File: src/rtl/s3g_packet_tx.sv
// S3G packet framer: emits HEADER, length, payload bytes, CRC-8 (Dallas/Maxim) to a byte UART.
// Latency: first byte one cycle after start; each later byte one cycle after tx_done.
// Backpressure: paced entirely by tx_done; start/resend/buffer writes ignored while busy. Option: S3G_TX_RESEND_EN.
module s3g_packet_tx #(
    parameter int          MAX_PAYLOAD = 32,
    parameter int          ADDR_W      = 5,
    parameter logic [7:0]  HEADER      = 8'hD5
) (
    input  logic              clk,
    input  logic              rst,
    input  logic              buf_wr,
    input  logic [ADDR_W-1:0] buf_addr,
    input  logic [7:0]        buf_data,
    input  logic              packet_wr,
    input  logic [7:0]        payload_len,
    input  logic              resend,
    output logic [7:0]        tx_data,
    output logic              tx_wr,
    input  logic              tx_done,
    output logic              busy,
    output logic              len_err
);

    typedef enum logic [2:0] {
        ST_IDLE = 3'd0,
        ST_HDR  = 3'd1,
        ST_LEN  = 3'd2,
        ST_DATA = 3'd3,
        ST_CRC  = 3'd4
    } state_t;

    localparam logic [7:0]      MAX_LEN = 8'(MAX_PAYLOAD);
    localparam logic [ADDR_W:0] DEPTH   = (ADDR_W+1)'(MAX_PAYLOAD);

    function automatic logic [7:0] crc8_step(input logic [7:0] crc, input logic [7:0] din);
        logic [7:0] c;
        c = crc ^ din;
        for (int i = 0; i < 8; i++) begin
            c = c[0] ? ((c >> 1) ^ 8'h8C) : (c >> 1);
        end
        return c;
    endfunction

    state_t     state_q, state_d;
    logic [7:0] len_q, len_d;
    logic [7:0] cnt_q, cnt_d;
    logic [7:0] crc_q, crc_d;
    logic [7:0] tx_data_q, tx_data_d;
    logic       tx_wr_q, tx_wr_d;
    logic       busy_q, busy_d;
    logic       len_err_q, len_err_d;
    logic       start;
    logic [7:0] start_len;
    logic [7:0] rd_byte;

    // Payload store has no reset: contents must survive packets and reset.
    logic [7:0] mem_q [MAX_PAYLOAD];

    always_ff @(posedge clk) begin
        if (buf_wr && !busy_q && ({1'b0, buf_addr} < DEPTH)) begin
            mem_q[buf_addr] <= buf_data;
        end
    end

    // Asynchronous read keeps the next byte available in the same cycle as tx_done.
    assign rd_byte = mem_q[cnt_q[ADDR_W-1:0]];

`ifdef S3G_TX_RESEND_EN
    logic last_vld_q, last_vld_d;

    always_comb begin
        start     = (packet_wr && (payload_len <= MAX_LEN)) || (!packet_wr && resend && last_vld_q);
        start_len = packet_wr ? payload_len : len_q;
        last_vld_d = last_vld_q | ((state_q == ST_IDLE) && start);
    end

    always_ff @(posedge clk) begin
        if (rst) begin
            last_vld_q <= 1'b0;
        end else begin
            last_vld_q <= last_vld_d;
        end
    end
`else
    logic resend_unused;
    assign resend_unused = resend;

    always_comb begin
        start     = packet_wr && (payload_len <= MAX_LEN);
        start_len = payload_len;
    end
`endif

    always_comb begin
        state_d   = state_q;
        len_d     = len_q;
        cnt_d     = cnt_q;
        crc_d     = crc_q;
        tx_data_d = tx_data_q;
        tx_wr_d   = 1'b0;
        busy_d    = busy_q;
        len_err_d = 1'b0;
        case (state_q)
            ST_IDLE: begin
                if (start) begin
                    len_d     = start_len;
                    crc_d     = 8'h00;
                    tx_data_d = HEADER;
                    tx_wr_d   = 1'b1;
                    busy_d    = 1'b1;
                    state_d   = ST_HDR;
                end else if (packet_wr) begin
                    len_err_d = 1'b1;
                end
            end
            ST_HDR: begin
                if (tx_done) begin
                    tx_data_d = len_q;
                    tx_wr_d   = 1'b1;
                    cnt_d     = 8'd0;
                    state_d   = ST_LEN;
                end
            end
            // Once cnt reaches len every payload byte is out, so the CRC follows.
            ST_LEN, ST_DATA: begin
                if (tx_done) begin
                    tx_wr_d = 1'b1;
                    if (cnt_q == len_q) begin
                        tx_data_d = crc_q;
                        state_d   = ST_CRC;
                    end else begin
                        tx_data_d = rd_byte;
                        crc_d     = crc8_step(crc_q, rd_byte);
                        cnt_d     = cnt_q + 8'd1;
                        state_d   = ST_DATA;
                    end
                end
            end
            ST_CRC: begin
                if (tx_done) begin
                    busy_d  = 1'b0;
                    state_d = ST_IDLE;
                end
            end
            default: begin
                busy_d  = 1'b0;
                state_d = ST_IDLE;
            end
        endcase
    end

    always_ff @(posedge clk) begin
        if (rst) begin
            state_q   <= ST_IDLE;
            len_q     <= 8'h00;
            cnt_q     <= 8'h00;
            crc_q     <= 8'h00;
            tx_data_q <= 8'h00;
            tx_wr_q   <= 1'b0;
            busy_q    <= 1'b0;
            len_err_q <= 1'b0;
        end else begin
            state_q   <= state_d;
            len_q     <= len_d;
            cnt_q     <= cnt_d;
            crc_q     <= crc_d;
            tx_data_q <= tx_data_d;
            tx_wr_q   <= tx_wr_d;
            busy_q    <= busy_d;
            len_err_q <= len_err_d;
        end
    end

    assign tx_data = tx_data_q;
    assign tx_wr   = tx_wr_q;
    assign busy    = busy_q;
    assign len_err = len_err_q;

endmodule

File: config.mk
export PLATFORM = sky130hd
export DESIGN_NAME = s3g_packet_tx
export DESIGN_NICKNAME = d
export VERILOG_FILES = /design/src/rtl/s3g_packet_tx.sv
export SDC_FILE = /design/constraint.sdc
export NUM_CORES = 1
export LEC_CHECK = 0
export CORE_UTILIZATION = 67
export CTS_BUF_LIST = sky130_fd_sc_hd__clkbuf_4 sky130_fd_sc_hd__clkbuf_8
export CTS_CLUSTER_SIZE = 40
export DETAILED_ROUTE_END_ITERATION = 12
export HOLD_SLACK_MARGIN = 0.02
export PLACE_DENSITY = 0.86
export SYNTH_ARGS = -nofsm -noshare
export SYNTH_HDL_FRONTEND = slang
export SYNTH_SLANG_ARGS = --single-unit
File: constraint.sdc
create_clock -name clk -period 4.1 [get_ports clk]
set_input_delay 0.82 -clock clk [delete_from_list [all_inputs] [get_ports clk]]
set_output_delay 0.82 -clock clk [all_outputs]
set_load 0.02 [all_outputs]
==> results.toml, run 1 <==
[synth]
synth_mux_area_share_pct = 13.9
synth_edf_count = 256
syn-num-nets = 758
syn_inst = 730
synth_top_family_by_area = "multiplexers"
synth.avg_cell_area_um2 = 16.6
ys_warn_count = 0
yosys.area_share.simple_pct = 5.91
ys_ff_latch = 299
syn-cell-area_mm2 = 0.0121
yosysSeqAreaShare_pct = 70.5
synth_fa_ha_area_share_pct = 0.103
async_reset_ff_share_pct = 0
synth_flop_cell = "edfxtp_1"
synth_compound_area_share_pct = 4.94
synth-xor-area-share_pct = 2.77
synth.distinct_cells = 51

[pwr]
ir_drop_uv = 350
p_leak_nw = 4.30
p_per_area_mw_per_mm2 = 433
p_total_mw = 5.88

[die]
rows = 48
die_h_um = 137
top_level_ports = 38
core_area_mm2 = 0.0175
die_area_mm2 = 0.0186
die_width_um = 137
initial_core_util_pct = 69.4

[placement]
pre_cts_slack_ns = 0.423
hpwl_mm = 16.9
io_buffer_count = 36
place_congestion = 0.884

[drt]
viasPerCell = 6.56
wl_mm = 26.3
drtPass1Iterations = 5
drt_iter0_drc = 758
drc = 0
wire_per_inst_um = 25.0
vias = 6897
ant_nets = 0

[cells_and_area]
layout.nets = 823
mostFrequentLayoutCells = "256 x edfxtp_1, 75 x mux2i_1, 73 x nor2_1"
mostFrequentLayoutCell = "edfxtp_1"
antenna_cells = 0
fill_cells = 938
drive_above_1_share_pct = 15.6
syn_to_final_growth_pct = 12.0

[sta]
finalWorstSetupSlack_ns = 0.148
finalClockSkew_ns = 0.0265
period_share_pct = 96.4
fmax_mhz = 253
period_needed_ns = 3.95
rsz0062_at_grt = "false"
hold_viol_final = 0
slew-limit-headroom_pct = 4.83
timing.final.max_slew_violations = 0
finalSetupViolations = 0
worst_pin_slew_ns = 1.42
tns_ns = 0
fin_worst_hold_slack_ns = 0.464

[critical_path]
critical_path_class = "reg -> reg"
crit_slowest_cell = "nor2_1"
worstPathArrival_ns = 4.36
reg2reg_setup_slack_ns = 0.15
cp.required_ns = 4.51
cp_cell_sequence = "nor2_1 -> a22oi_1 -> a21oi_1 -> nor4_1 -> xnor2_1 -> xnor3_1 -> xor2_1 -> a22oi_1 -> nor2_1"
critical-path-top-delay-family = "simple AND/OR/NAND/NOR gates"
cp.depth = 9
worstReg2RegEnd = "crc_q[1]"
cpPeakStageDelay_ns = 1.09
crit_fanout = 16
end_kind = "flip-flop"
crit_buf_inv = 0
reg2reg_depth = 9
start_kind = "flip-flop"

[clock_tree]
clk_path_buf_depth = 3
hold_buffers = 0
cts_root_buf = "clkbuf_8"
tritoncts = "done"
postCtsSetupRepairBufs = 0
clk_latency_ns = 0.57
cts.reportedPaths.clkPinSlew_ns = 0.06
cts_buffers = 46
clock-sinks = 299
htree_levels = 2
cts-resized-gates = 0

[min_path]
min_path_cells = 2
min_from = "tx_data[2]"
hold_class = "reg -> reg"
holdPathEnd = "tx_data[2]"

[global_route]
grt.total_usage_pct = 29.8
grt_max_degree = 35
grt_overflow = 0
grt_pass1_vias = 6958
grt_pass1_wl_mm = 39.8
antenna_found_initial = 0

[job]
drv_cap = 0

[outcome]
outcome = "finished, final reports clean"
worst max path at each step:
stage	endpoint	slack, ns
3_3_place_gp	crc_q[1]	0.61
4_1_cts	crc_q[1]	0.32
6_report	crc_q[1]	0.15
2_1_floorplan	crc_q[1]	1.35
5_1_grt	crc_q[1]	0.11
3_5_place_dp	crc_q[1]	0.42
report_power, final:
part	total (mW)	internal, mW	switching, mW	leakage (nW)
registers	3.34	3.33	0.0108	2.65
clock network	2.37	1.28	1.09	0.465
logic	0.172	0.0564	0.116	1.18
total	5.88	4.66	1.22	4.30
through the flow:
step	cells	cell area (um2)	util [%]
2_1_floorplan	730	12100	-
3_3_place_gp	972	12700	72.7
3_5_place_dp	972	12700	72.7
4_1_cts	1051	13600	77.7
5_1_grt	1051	13600	77.7
6_report	1051	13600	77.7
state kept, by name, summed over array words and instances, names as in the netlist, named ones only:
register	count
busy	1
len_err	1
state_q	3
len_q	8
tx_data	8
cnt_q	8
mem_q	256
tx_wr	1
crc_q	8
final cells by class:
cell class	count	area, um2	share of cell area [%]
multi-input cells	390	3350	24.6
well taps	225	282	2.07
clock buffers	63	773	5.70
repair buffers	54	508	3.74
inverters	4	15.0	0.111
clock inverters	16	100	0.737
flip-flops and latches	299	8550	63.0
per-layer routing:
metal  share of wire (%)  up-vias  track usage [%]
li1                    -     2993                -
met1                  39     3437             41.4
met2                  49      405             47.6
met3                 8.7       62             5.22
met4                 3.0        0             11.8
met5                   0        -                0
synthesized netlist by cell type (3+ instances only):
master,count,area [um2]
xnor2_1,14,123
edfxtp_1,256,7690
buf_2,8,40.0
inv_1,3,11.3
buf_4,8,60.1
or3b_2,3,26.3
nand2_1,15,56.3
nand3_1,7,35.0
a22oi_1,41,308
xor2_1,18,158
nor3b_1,4,30.0
nand3b_1,7,52.6
mux2i_1,75,751
nor4_1,5,31.3
or3_1,4,25.0
nand2b_1,5,31.3
o21ai_1,9,45.0
mux4_2,29,653
buf_6,3,33.8
nor2b_1,3,18.8
nor3_1,11,55.1
nor2_1,73,274
mux4_1,8,210
dfxtp_1,43,861
a21oi_1,28,140
clkbuf_1,16,60.1
worst min-delay path: stages (launching register included):
cell,delay (ns)
dfxtp_1,0.31
nand2_1,0.05
a21oi_1,0.06
cells by family after synthesis:
| group | Yosys count |
|---|---|
| compound gates | 91 |
| xor+xnor | 35 |
| fa+ha+maj | 1 |
| buf+inv | 41 |
| flops | 299 |
| mux | 116 |
| simple gates | 147 |
Note: power is estimated with default switching activity, not from simulation.
==> inputs of run 2 (changes only) <==
--- a/config.mk
+++ b/config.mk
@@ -5,6 +5,7 @@
 export SDC_FILE = /design/constraint.sdc
 export NUM_CORES = 1
 export LEC_CHECK = 0
+export CORE_MARGIN = 5
 export CORE_UTILIZATION = 67
 export CTS_BUF_LIST = sky130_fd_sc_hd__clkbuf_4 sky130_fd_sc_hd__clkbuf_8
 export CTS_CLUSTER_SIZE = 40
==> results.toml, run 2 (synthesis results as in run 1) <==
[clock_tree]
htree_levels = 2
cts.reportedPaths.clkPinSlew_ns = 0.06
cts_buffers = 46
cts_root_buf = "clkbuf_8"
postCtsSetupRepairBufs = 0
clk_path_buf_depth = 3
clk_latency_ns = 0.55
clock-sinks = 299
cts-resized-gates = 0
hold_buffers = 0
tritoncts = "done"

[die]
rows = 49
top_level_ports = 38
die_area_mm2 = 0.0209
core_area_mm2 = 0.0179
die_width_um = 145
initial_core_util_pct = 67.7
die_h_um = 145

[min_path]
min_from = "tx_data[2]"
holdPathEnd = "tx_data[2]"
min_path_cells = 2
hold_class = "reg -> reg"

[drt]
viasPerCell = 6.52
drtPass1Iterations = 6
wire_per_inst_um = 24.6
vias = 6885
ant_nets = 0
wl_mm = 26.0
drt_iter0_drc = 919
drc = 0

[critical_path]
cp_cell_sequence = "and2_1 -> a22oi_1 -> a21oi_1 -> nor4_1 -> xnor2_1 -> xnor3_1 -> xor2_1 -> a22oi_1 -> nor2_1"
cpPeakStageDelay_ns = 0.71
crit_slowest_cell = "and2_1"
crit_top_cell = "a22oi_1"
reg2reg_depth = 9
cp.required_ns = 4.50
critical_path_class = "reg -> reg"
crit_fanout = 16
reg2reg_setup_slack_ns = 0.43
worstReg2RegEnd = "crc_q[1]"
worstPathArrival_ns = 4.07
end_kind = "flip-flop"
start_kind = "flip-flop"

[sta]
timing.final.max_slew_violations = 0
slew-limit-headroom_pct = 17.6
worst_pin_slew_ns = 1.23
finalClockSkew_ns = 0.0192
finalWorstSetupSlack_ns = 0.430
fmax_mhz = 272
hold_viol_final = 0
rsz0062_at_grt = "false"
tns_ns = 0
period_share_pct = 89.5
period_needed_ns = 3.67
finalSetupViolations = 0

[global_route]
grt.total_usage_pct = 25.8
antenna_found_initial = 0
grt_pass1_vias = 7038
grt_max_degree = 33
grtUsageMet2_pct = 43.0
grt_pass1_wl_mm = 39.9
top_usage_layer = "met2"
met1_usage_pct = 33.9
grt_overflow = 0
grtUsageMet3_pct = 6.02

[placement]
io_buffer_count = 36
post_dp_cell_area_mm2 = 0.0127
dp.cells = 975
hpwl_mm = 16.8
place_congestion = 0.858
pre_cts_slack_ns = 0.599

[cells_and_area]
syn_to_final_growth_pct = 12.1
final_cells = 1056
mostFrequentLayoutCell = "edfxtp_1"
largest_register_ffs = 256
regMostFlops = "mem_q"
antenna_cells = 0
drive_above_1_share_pct = 14.9
final_area_mm2 = 0.0136
layout.nets = 822
mostFrequentLayoutCells = "256 x edfxtp_1, 75 x mux2i_1, 73 x nor2_1"

[pwr]
p_per_area_mw_per_mm2 = 433
p_leak_nw = 4.28
p_total_mw = 5.88
ir_drop_uv = 323

[outcome]
outcome = "finished, final reports clean"

[job]
drv_cap = 0
==> run 2: stage by stage <==
step                util [%]  hold slack [ns]
global route            75.9            0.494
global placement        71.0            0.447
detailed placement      71.0            0.456
finish                  75.9            0.459
floorplan                  -            0.456
CTS                     75.9            0.464
==> run 2: worst max-delay path by stage <==
stage,startpoint,endpoint,slack (ns),cells past startpoint
2_1_floorplan,flip-flop,crc_q[1],1.35,10
3_3_place_gp,payload_len[1],flip-flop,0.65,10
3_5_place_dp,flip-flop,crc_q[1],0.60,9
4_1_cts,flip-flop,crc_q[1],0.59,9
5_1_grt,flip-flop,crc_q[1],0.24,9
6_report,flip-flop,crc_q[1],0.43,9
==> run 2: where the power goes <==
part | internal (mW) | total (mW) | switching [mW]
clock network | 1.29 | 2.37 | 1.08
logic | 0.0562 | 0.169 | 0.113
registers | 3.33 | 3.34 | 0.0117
==> run 2: cell type report <==
class,instances,area [um2]
inverters,4,15.0
repair buffers,53,513
fillers,979,4310
clock buffers,59,737
flip-flops and latches,299,8550
clock inverters,22,141
well taps,229,287
multi-input cells,390,3350
==> run 2: metal layers <==
metal  share of wire [%]  up-vias
li1                    -     3004
met1                  37     3424
met2                  51      400
met3                 9.3       57
met4                 2.6        0
met5                   0        -
==> run 2: critical path: cells and delay by family, from the launching register on <==
| family | cells | cell delay [ns] |
|---|---|---|
| AO/OA/AOI/OAI | 3 | 0.78 |
| XOR/XNOR | 3 | 1.14 |
| flip-flops | 1 | 0.65 |
| AND/OR/NAND/NOR | 3 | 0.95 |
